$ cat config.mk
export PLATFORM = sky130hd
export DESIGN_NAME = sad_accum_ctrl
export DESIGN_NICKNAME = d
export VERILOG_FILES = /design/src/rtl/sad_accum_ctrl_pkg.sv /design/src/rtl/sad_accum_ctrl_add8.sv /design/src/rtl/sad_accum_ctrl.sv
export SDC_FILE = /design/constraint.sdc
export NUM_CORES = 1
export LEC_CHECK = 0
export ABC_AREA = 1
export CORE_MARGIN = 4
export CORE_UTILIZATION = 55
export CTS_BUF_LIST = sky130_fd_sc_hd__clkbuf_8 sky130_fd_sc_hd__clkbuf_16
export CTS_CLUSTER_SIZE = 12
export DETAILED_ROUTE_END_ITERATION = 6
export PLACE_DENSITY_LB_ADDON = 0.05
export SYNTH_ARGS = -nofsm -noshare
export SYNTH_HDL_FRONTEND = slang
export SYNTH_HIERARCHICAL = 1
export SYNTH_SLANG_ARGS = --single-unit
$ cat constraint.sdc
create_clock -name clk -period 14.6 [get_ports clk]
set_clock_uncertainty 0.05 [all_clocks]
set_input_delay 1.46 -clock clk [delete_from_list [all_inputs] [get_ports clk]]
set_output_delay 1.46 -clock clk [all_outputs]
set_load 0.05 [all_outputs]
$ cat src/rtl/sad_accum_ctrl_pkg.sv
// Shared motion-estimation definitions: SAD controller state encoding and
// width helpers used by the controller and its adder tree.
package sad_accum_ctrl_pkg;

  typedef enum logic [1:0] {
    ST_IDLE  = 2'd0,
    ST_ACCUM = 2'd1,
    ST_EMIT  = 2'd2,
    ST_DONE  = 2'd3
  } sad_state_e;

  localparam int unsigned ADD_INPUTS = 8;

  // A candidate sum grows by log2(ROWS) bits over its per-row width.
  function automatic int unsigned sad_width(input int unsigned elem_w, input int unsigned rows);
    return elem_w + $clog2(rows);
  endfunction

  function automatic int unsigned idx_width(input int unsigned cands);
    return $clog2(cands);
  endfunction

  // Counter width that never collapses to zero bits for degenerate sizes.
  function automatic int unsigned cnt_width(input int unsigned n);
    return (n > 1) ? $clog2(n) : 1;
  endfunction

endpackage

$ cat src/rtl/sad_accum_ctrl_add8.sv
// ADD_8 adder tree: sums eight packed elements, result wraps modulo
// 2^ELEMENT_BIT_DEPTH (every level is kept at element width).
module sad_accum_ctrl_add8
  import sad_accum_ctrl_pkg::*;
#(
  parameter int unsigned ELEMENT_BIT_DEPTH = 14
) (
  input  logic [ELEMENT_BIT_DEPTH*ADD_INPUTS-1:0] elems_i,
  output logic [ELEMENT_BIT_DEPTH-1:0]            sum_o
);

  localparam int unsigned W = ELEMENT_BIT_DEPTH;

  logic [W-1:0] lvl0 [ADD_INPUTS];
  logic [W-1:0] lvl1 [ADD_INPUTS/2];
  logic [W-1:0] lvl2 [ADD_INPUTS/4];

  // Three balanced levels; truncation at each level equals truncating the total.
  always_comb begin
    for (int i = 0; i < ADD_INPUTS; i++) begin
      lvl0[i] = elems_i[i*W +: W];
    end
    for (int i = 0; i < ADD_INPUTS/2; i++) begin
      lvl1[i] = W'(lvl0[2*i] + lvl0[2*i+1]);
    end
    for (int i = 0; i < ADD_INPUTS/4; i++) begin
      lvl2[i] = W'(lvl1[2*i] + lvl1[2*i+1]);
    end
    sum_o = W'(lvl2[0] + lvl2[1]);
  end

endmodule

$ cat src/rtl/sad_accum_ctrl.sv
// SAD accumulation controller: sums ROWS rows of absolute differences per
// candidate, reports each candidate's SAD and tracks the minimum over a search.
module sad_accum_ctrl
  import sad_accum_ctrl_pkg::*;
#(
  parameter int unsigned ELEMENT_BIT_DEPTH = 14,
  parameter int unsigned ROWS              = 8,
  parameter int unsigned CANDIDATES        = 16,
  localparam int unsigned SAD_W            = sad_width(ELEMENT_BIT_DEPTH, ROWS),
  localparam int unsigned IDX_W            = idx_width(CANDIDATES)
) (
  input  logic                                    clk,
  input  logic                                    rst,
  input  logic                                    start,
  input  logic                                    ad_valid,
  output logic                                    ad_ready,
  input  logic [ELEMENT_BIT_DEPTH*ADD_INPUTS-1:0] ad_array,
  output logic                                    sad_valid,
  output logic [SAD_W-1:0]                        sad,
  output logic [IDX_W-1:0]                        sad_idx,
  output logic [SAD_W-1:0]                        best_sad,
  output logic [IDX_W-1:0]                        best_idx,
  output logic                                    done,
  output logic                                    busy
);

  localparam int unsigned RCNT_W = cnt_width(ROWS);

  sad_state_e                   state_q;
  logic [SAD_W-1:0]             acc_q;
  logic [RCNT_W-1:0]            row_cnt_q;
  logic [IDX_W-1:0]             cand_cnt_q;
  logic [SAD_W-1:0]             min_q;
  logic [IDX_W-1:0]             min_idx_q;
  logic                         ad_ready_q;
  logic                         sad_valid_q;
  logic [SAD_W-1:0]             sad_q;
  logic [IDX_W-1:0]             sad_idx_q;
  logic [SAD_W-1:0]             best_sad_q;
  logic [IDX_W-1:0]             best_idx_q;
  logic                         done_q;
  logic                         busy_q;

  logic [ELEMENT_BIT_DEPTH-1:0] row_sum_c;
  logic [SAD_W-1:0]             acc_d;
  logic                         accept_c;
  logic                         last_row_c;
  logic                         last_cand_c;
  logic                         better_c;
  logic [SAD_W-1:0]             min_d;
  logic [IDX_W-1:0]             min_idx_d;

  sad_accum_ctrl_add8 #(
    .ELEMENT_BIT_DEPTH(ELEMENT_BIT_DEPTH)
  ) u_add8 (
    .elems_i(ad_array),
    .sum_o  (row_sum_c)
  );

  assign accept_c    = ad_valid && ad_ready_q;
  assign acc_d       = acc_q + SAD_W'(row_sum_c);
  assign last_row_c  = (row_cnt_q == RCNT_W'(ROWS - 1));
  assign last_cand_c = (cand_cnt_q == IDX_W'(CANDIDATES - 1));

  // Strict compare: on a tie the earlier (lower-index) candidate is kept.
  assign better_c  = (acc_q < min_q);
  assign min_d     = better_c ? acc_q : min_q;
  assign min_idx_d = better_c ? cand_cnt_q : min_idx_q;

  always_ff @(posedge clk) begin
    if (rst) begin
      state_q     <= ST_IDLE;
      acc_q       <= '0;
      row_cnt_q   <= '0;
      cand_cnt_q  <= '0;
      min_q       <= '0;
      min_idx_q   <= '0;
      ad_ready_q  <= 1'b0;
      sad_valid_q <= 1'b0;
      sad_q       <= '0;
      sad_idx_q   <= '0;
      best_sad_q  <= '0;
      best_idx_q  <= '0;
      done_q      <= 1'b0;
      busy_q      <= 1'b0;
    end else begin
      case (state_q)
        ST_IDLE: begin
          if (start) begin
            state_q    <= ST_ACCUM;
            acc_q      <= '0;
            row_cnt_q  <= '0;
            cand_cnt_q <= '0;
            min_q      <= '1;
            min_idx_q  <= '0;
            ad_ready_q <= 1'b1;
            busy_q     <= 1'b1;
          end
        end

        // Outputs for EMIT are registered on the final accept so they appear in EMIT.
        ST_ACCUM: begin
          if (accept_c) begin
            acc_q     <= acc_d;
            row_cnt_q <= row_cnt_q + RCNT_W'(1);
            if (last_row_c) begin
              state_q     <= ST_EMIT;
              ad_ready_q  <= 1'b0;
              sad_valid_q <= 1'b1;
              sad_q       <= acc_d;
              sad_idx_q   <= cand_cnt_q;
            end
          end
        end

        ST_EMIT: begin
          sad_valid_q <= 1'b0;
          min_q       <= min_d;
          min_idx_q   <= min_idx_d;
          acc_q       <= '0;
          row_cnt_q   <= '0;
          if (last_cand_c) begin
            state_q    <= ST_DONE;
            done_q     <= 1'b1;
            best_sad_q <= min_d;
            best_idx_q <= min_idx_d;
          end else begin
            state_q    <= ST_ACCUM;
            cand_cnt_q <= cand_cnt_q + IDX_W'(1);
            ad_ready_q <= 1'b1;
          end
        end

        ST_DONE: begin
          state_q <= ST_IDLE;
          done_q  <= 1'b0;
          busy_q  <= 1'b0;
        end

        default: begin
          state_q     <= ST_IDLE;
          ad_ready_q  <= 1'b0;
          sad_valid_q <= 1'b0;
          done_q      <= 1'b0;
          busy_q      <= 1'b0;
        end
      endcase
    end
  end

  assign ad_ready  = ad_ready_q;
  assign sad_valid = sad_valid_q;
  assign sad       = sad_q;
  assign sad_idx   = sad_idx_q;
  assign best_sad  = best_sad_q;
  assign best_idx  = best_idx_q;
  assign done      = done_q;
  assign busy      = busy_q;

endmodule

==> results by group, run 1 <==
Detailed routing
  – WL final: 17800 um
  – Routed len/inst: 11.7 um
  – DRT Pass-1 Iters: 5
  – Initial DRC Count: 427
  – DRC viols: 0
  – Final ANT Viol Nets: 0
  – Via density: 4.84
  – Via count: 7373

STA
  – RSZ-0062 raised after global routing: no
  – TNS Setup: 0 ns
  – Fmax: 153 MHz
  – Tightest Pin Transition: 0.842 ns
  – Final Max Tran Viols: 0
  – Period utilisation layout: 44.6%
  – Final setup viols: 0
  – Slew margin rel.: 43.8%
  – Min Hold Slack: 0.399 ns
  – Final hold viol count: 0
  – Post-route minimum period: 6.52 ns

Final layout
  – # nets final: 1573
  – Filler Cell Count: 1266
  – Register Area: 1860 um2
  – Area Overhead vs Synth: 25.0%
  – Most frequent cells in the layout: 316 x inv_1, 271 x nand2_1, 160 x clkdlybuf4s50_1
  – Ratio of cells with drive above 1 in the final layout: 2.69%
  – Multi-input logic area: 4890 um2
  – Antenna cells: 0
  – Most common cell after layout, fill and taps aside: inv_1

Global route
  – Total Routing Usage GR: 21.9%
  – GR Util met3: 2.27%
  – GRT met2 Usage: 39.3%
  – Global-route wire length before repair: 30500 um
  – Vias in the first global route: 7013
  – Initial antenna violation count: 0
  – Largest net degree at the start of global routing: 73
  – M1 GR Usage: 28.1%
  – GRT overflow: 0
  – Layer with the highest usage: met2

Logic synthesis
  – Post-Synthesis Cells: 1190
  – Flops & latches, synth: 93
  – Post-synth cell types: 33
  – Syn nets: 1429
  – Syn Std Cell Area: 8110 um2
  – Syn. warnings: 6
  – Mean Syn Cell Area: 6.82 um2
  – Sequential area share after synthesis: 22.9%

Outcome
  – Status: completed

Power and ir drop
  – Leakage: 5.37 nW
  – Pwr Density: 181 nW/um2
  – VDD IR-drop max: 0.147 mV

Placed design
  – RePlAce Congestion: 0.925
  – PortBufs: 161
  – HPWL after detailed placement: 14400 um

Worst setup path
  – Setup crit end kind: flop
  – Kind of critical path: primary input to flop
  – WP data arrival: 6.66 ns
  – Crit Path Max Fanout: 6
  – Worst path required time: 14.75 ns
  – Worst setup SP type: primary input

Clock tree
  – CTS sink count: 93
  – CTS tree: done
  – Post_cts resized: 0
  – H-tree Lvls: 3
  – Worst-path clk slew: 0.07 ns
  – Root Buffer: clkbuf_16
  – CTS Hold Bufs: 0
  – Worst-case clock buffer depth: 2
  – Total setup buffers inserted after CTS: 0
  – Clk Latency, worst-skew pair: 0.34 ns
  – TritonCTS Buffers: 9

Floorplanning
  – Chip height: 129 um
  – Core area: 14500 um2
  – Die ar.: 16800 um2
  – Row cnt: 44
  – Die X: 129 um
  – I/O pin count: 162
  – Initial Util: 56.0%

Worst hold path
  – Class of the worst hold path: flop to flop

Job
  – Max cap viols: 0
-- through the flow --
step	area (um2)	worst slack (ns)	instances	utilization (%)	total power [W]
final	10100	8.08	1523	70.1	0.00183
after global routing	10100	7.72	1523	70.1	0.00207
after CTS	10100	8.11	1523	70.1	0.00184
after detailed placement	9830	7.75	1507	67.9	0.00159
after global placement	9830	7.78	1507	67.9	0.00158
after floorplan	8110	8.58	1190	-	0.00130
-- path summary, 6_finish.rpt --
kind | start | to | slack, ns | depth (start not counted)
min | cand_cnt_q[2] | cand_cnt_q[2] | 0.40 | 1
max reg2reg | acc_q[14] | min_q[5] | 11.65 | 11
min reg2reg | cand_cnt_q[2] | cand_cnt_q[2] | 0.40 | 1
max | ad_array[10] | acc_q[14] | 8.08 | 24
-- metal layers --
metal | routed length, um | vias to the layer above
met1 | 7840 | 3335
li1 | - | 3831
met2 | 8830 | 180
met3 | 808 | 27
met4 | 331 | 0
met5 | 0 | -
-- state kept, by name (all words and copies together), names as in the netlist --
| register | cells |
|---|---|
| acc_q | 17 |
| ad_ready | 1 |
| best_idx | 4 |
| best_sad | 17 |
| busy | 1 |
| cand_cnt_q | 4 |
| done | 1 |
| min_idx_q | 4 |
| min_q | 17 |
| row_cnt_q | 3 |
| sad | 17 |
| sad_idx | 4 |
| sad_valid | 1 |
| state_q | 2 |
-- worst max-delay path, stage by stage --
cell             delay [ns]
clkdlybuf4s50_1        0.45
inv_1                  0.05
fa_1                   0.51
fa_1                   0.54
inv_1                  0.05
fa_1                   0.54
inv_1                  0.06
fa_1                   0.53
inv_1                  0.04
ha_1                   0.36
nand2_1                0.09
nor3_1                 0.29
nand3_1                0.19
nand3_1                0.16
inv_1                  0.05
nand2_1                0.05
nand2_1                0.05
ha_1                   0.35
a21oi_1                0.26
o21ai_0                0.13
nor2_1                 0.15
nand3b_1               0.12
nand3_1                0.11
a21oi_1                0.08
-- cells in the mapped netlist --
cell type	count	area, um2
inv_2	4	15.0
o2111ai_1	1	8.76
a21o_1	3	22.5
nor2_2	2	12.5
nand3b_1	4	30.0
ha_1	47	588
buf_2	11	55.1
o21bai_1	1	7.51
fa_1	76	1520
o21ai_1	3	15.0
o21ai_2	1	8.76
a31oi_1	3	18.8
nand4_1	2	12.5
nor4_4	1	21.3
clkbuf_1	13	48.8
buf_1	5	18.8
buf_4	2	15.0
nor2_1	103	387
buf_6	2	22.5
nand2_2	2	12.5
nand3_1	109	546
inv_1	315	1180
nand3_2	1	10.0
o21ai_0	24	120
nor3_2	1	10.0
nor3_1	5	25.0
xnor2_1	1	8.76
nor3b_2	1	12.5
a21oi_1	66	330
xor2_1	15	131
nand2_1	271	1020
a21oi_2	2	17.5
dfxtp_1	93	1860
-- where the power goes --
part           switching (W)  total [W]  internal [W]
clock              0.0000992   0.000249      0.000149
sequential         0.0000123   0.000279      0.000267
combinational       0.000824    0.00131      0.000483
total               0.000935    0.00183      0.000899
-- cells by family (layout without fill, tap and decap cells) --
| family | after synthesis | after routing | synth area share, % |
|---|---|---|---|
| buffers and inverters | 352 | 501 | 16.7 |
| XOR/XNOR | 16 | 16 | 1.73 |
| AO/OA/AOI/OAI | 104 | 104 | 6.77 |
| AND/OR/NAND/NOR | 502 | 502 | 25.8 |
| flip-flops | 93 | 93 | 22.9 |
| adder cells (fa/ha/maj) | 123 | 123 | 26.0 |
-- final cells by class --
type	count	area share (%)
multi-input combinational	745	48.3
clock buffer	9	2.22
tap	184	2.27
clock inverter	7	0.888
timing repair buffer	166	16.2
sequential	93	18.4
inverter	319	11.8
Power figures use the tool's default switching activity.
==> run 2, diff against run 1 <==
- CORE_UTILIZATION: 55 -> 53
- clock period: 14.6 -> 6.7 ns (I/O delays scaled with it)
==> results by group, run 2 (synthesized netlist as in run 1, its figures left out) <==
Outcome
  – Status: completed

Clock tree
  – TritonCTS Buffers: 9 (unchanged)
  – H-tree Lvls: 3 (unchanged)
  – CTS sink count: 93 (unchanged)
  – CTS Hold Bufs: 0 (unchanged)
  – Worst-case clock buffer depth: 2 (unchanged)
  – Clk Latency, worst-skew pair: 0.35 ns (about the same)
  – Post_cts resized: 0 (unchanged)
  – CTS tree: done
  – Root Buffer: clkbuf_16
  – Worst-path clk slew: 0.06 ns (about the same)
  – Total setup buffers inserted after CTS: 0 (unchanged)

STA
  – Tightest Pin Transition: 0.883 ns (+0.0408 ns)
  – Period utilisation layout: 85.3%
  – Post-route minimum period: 5.71 ns
  – Min Hold Slack: 0.408 ns (+0.00847 ns)
  – TNS Setup: 0 ns (unchanged)
  – RSZ-0062 raised after global routing: no
  – Final hold viol count: 0 (unchanged)
  – Final Max Tran Viols: 0 (unchanged)
  – Fmax: 175 MHz
  – Slew margin rel.: 41.1% (-2.7 points)
  – Final setup viols: 0 (unchanged)

Worst hold path
  – Hold path depth: 1 (unchanged)
  – Class of the worst hold path: flop to flop

Global route
  – Largest net degree at the start of global routing: 73 (unchanged)
  – Initial antenna violation count: 0 (unchanged)
  – Vias in the first global route: 7028 (+0.21%)
  – GRT overflow: 0 (unchanged)
  – Total Routing Usage GR: 21.7% (-0.21 points)
  – Global-route wire length before repair: 32000 um (+5.0%)

Final layout
  – Filler Cell Count: 1346 (+6.3%)
  – Most common cell after layout, fill and taps aside: inv_1
  – Most frequent cells in the layout: 317 x inv_1, 271 x nand2_1, 160 x clkdlybuf4s50_1
  – Area Overhead vs Synth: 24.7%
  – Ratio of cells with drive above 1 in the final layout: 2.61% (-0.075 points)
  – Fin cells: 1523 (unchanged)
  – # nets final: 1573 (unchanged)
  – Antenna cells: 0 (unchanged)

Floorplanning
  – Chip height: 132 um (+1.8%)
  – Die X: 132 um (+1.8%)
  – I/O pin count: 162 (unchanged)
  – Row cnt: 44 (unchanged)
  – Die ar.: 17400 um2 (+3.5%)
  – Core area: 14800 um2 (+1.9%)
  – Initial Util: 55.0% (-1.0 points)

Power and ir drop
  – Pwr Density: 392 nW/um2 (+120%)
  – VDD IR-drop max: 0.302 mV (+110%)
  – Leakage: 5.37 nW (-0.16%)

Placed design
  – Dpl cells: 1507 (unchanged)
  – RePlAce Congestion: 0.894 (-3.3%)
  – PortBufs: 161 (unchanged)
  – HPWL after detailed placement: 14300 um (-0.62%)

Detailed routing
  – Via count: 7338 (-0.47%)
  – Routed len/inst: 11.9 um (+1.8%)
  – DRT Pass-1 Iters: 5 (unchanged)
  – Final ANT Viol Nets: 0 (unchanged)
  – DRC viols: 0 (unchanged)
  – WL final: 18100 um (+1.8%)
  – Via density: 4.82 (-0.47%)
  – Initial DRC Count: 424 (-0.70%)

Worst setup path
  – Levels on crit path: 26 (+8.3%)
  – Worst path required time: 6.90 ns (-7.85 ns)
  – Worst path max stage delay: 0.56 ns (+0.02 ns)
  – Kind of critical path: primary input to flop
  – Worst setup SP type: primary input
  – Crit Path Max Fanout: 6 (unchanged)
  – Bufs and invs on worst path: 7 (+1)
  – Worst r2r path cells: 10 (-1)
  – WP data arrival: 5.91 ns (-0.75 ns)
  – Crit path max-delay cell type: fa_1
  – Delay-heaviest family, CP: adder cells
  – Setup crit end kind: flop

Job
  – Max cap viols: 0 (unchanged)
-- run 2: cell count changes in the layout (fill, tap and decap cells not counted), sizes merged --
cell,delta
bufinv,-1
inv,+1
-- run 2: report_power, final --
part | internal [W] | switching (W) | total, W | leakage [nW]
Clock | 0.000288 | 0.000224 | 0.000512 | 0.148
Sequential | 0.000581 | 0.0000259 | 0.000607 | 0.755
Combinational | 0.00106 | 0.00180 | 0.00285 | 4.46
Total | 0.00192 | 0.00205 | 0.00397 | 5.37
-- run 2: metal layers --
| layer | vias to the layer above | track usage [%] | share of wire, % |
|---|---|---|---|
| met3 | 17 | 4.66 | 5.9 |
| met2 | 187 | 36.6 | 47 |
| met4 | 0 | 4.84 | 1.2 |
| li1 | 3823 | - | - |
| met1 | 3311 | 28.8 | 46 |
| met5 | - | 0 | 0 |
-- run 2: final timing paths --
| check | from | to | slack, ns |
|---|---|---|---|
| setup / recovery | ad_array[10] | sad[14] | 0.99 |
| hold / removal | cand_cnt_q[2] | cand_cnt_q[2] | 0.41 |
| setup reg to reg | acc_q[8] | min_q[14] | 3.68 |
| hold reg to reg | cand_cnt_q[2] | cand_cnt_q[2] | 0.41 |
-- run 2: layout make-up --
class / count / area (um2) / share of cell area [%]
Inverter: 319 / 1200 / 11.8
Multi-Input combinational cell: 745 / 4890 / 48.4
Sequential cell: 93 / 1860 / 18.4
Clock inverter: 7 / 67.6 / 0.668
Tap cell: 184 / 230 / 2.27
Timing Repair Buffer: 166 / 1640 / 16.2
Clock buffer: 9 / 225 / 2.23
-- run 2: stage by stage --
stage / total power, W / setup WS [ns] / utilization [%] / area [um2]
2_1_floorplan: 0.00283 / 1.47 / - / 8110
3_3_place_gp: 0.00344 / 0.734 / 66.6 / 9830
3_5_place_dp: 0.00346 / 0.698 / 66.6 / 9830
4_1_cts: 0.00398 / 1.03 / 68.6 / 10100
5_1_grt: 0.00448 / 0.600 / 68.6 / 10100
6_report: 0.00397 / 0.986 / 68.6 / 10100
==> run 3, diff against run 2 <==
- TNS_END_PERCENT: unset -> 1
==> results of run 3 <==
Final layout, timing and power as in run 2 (identical DEF).
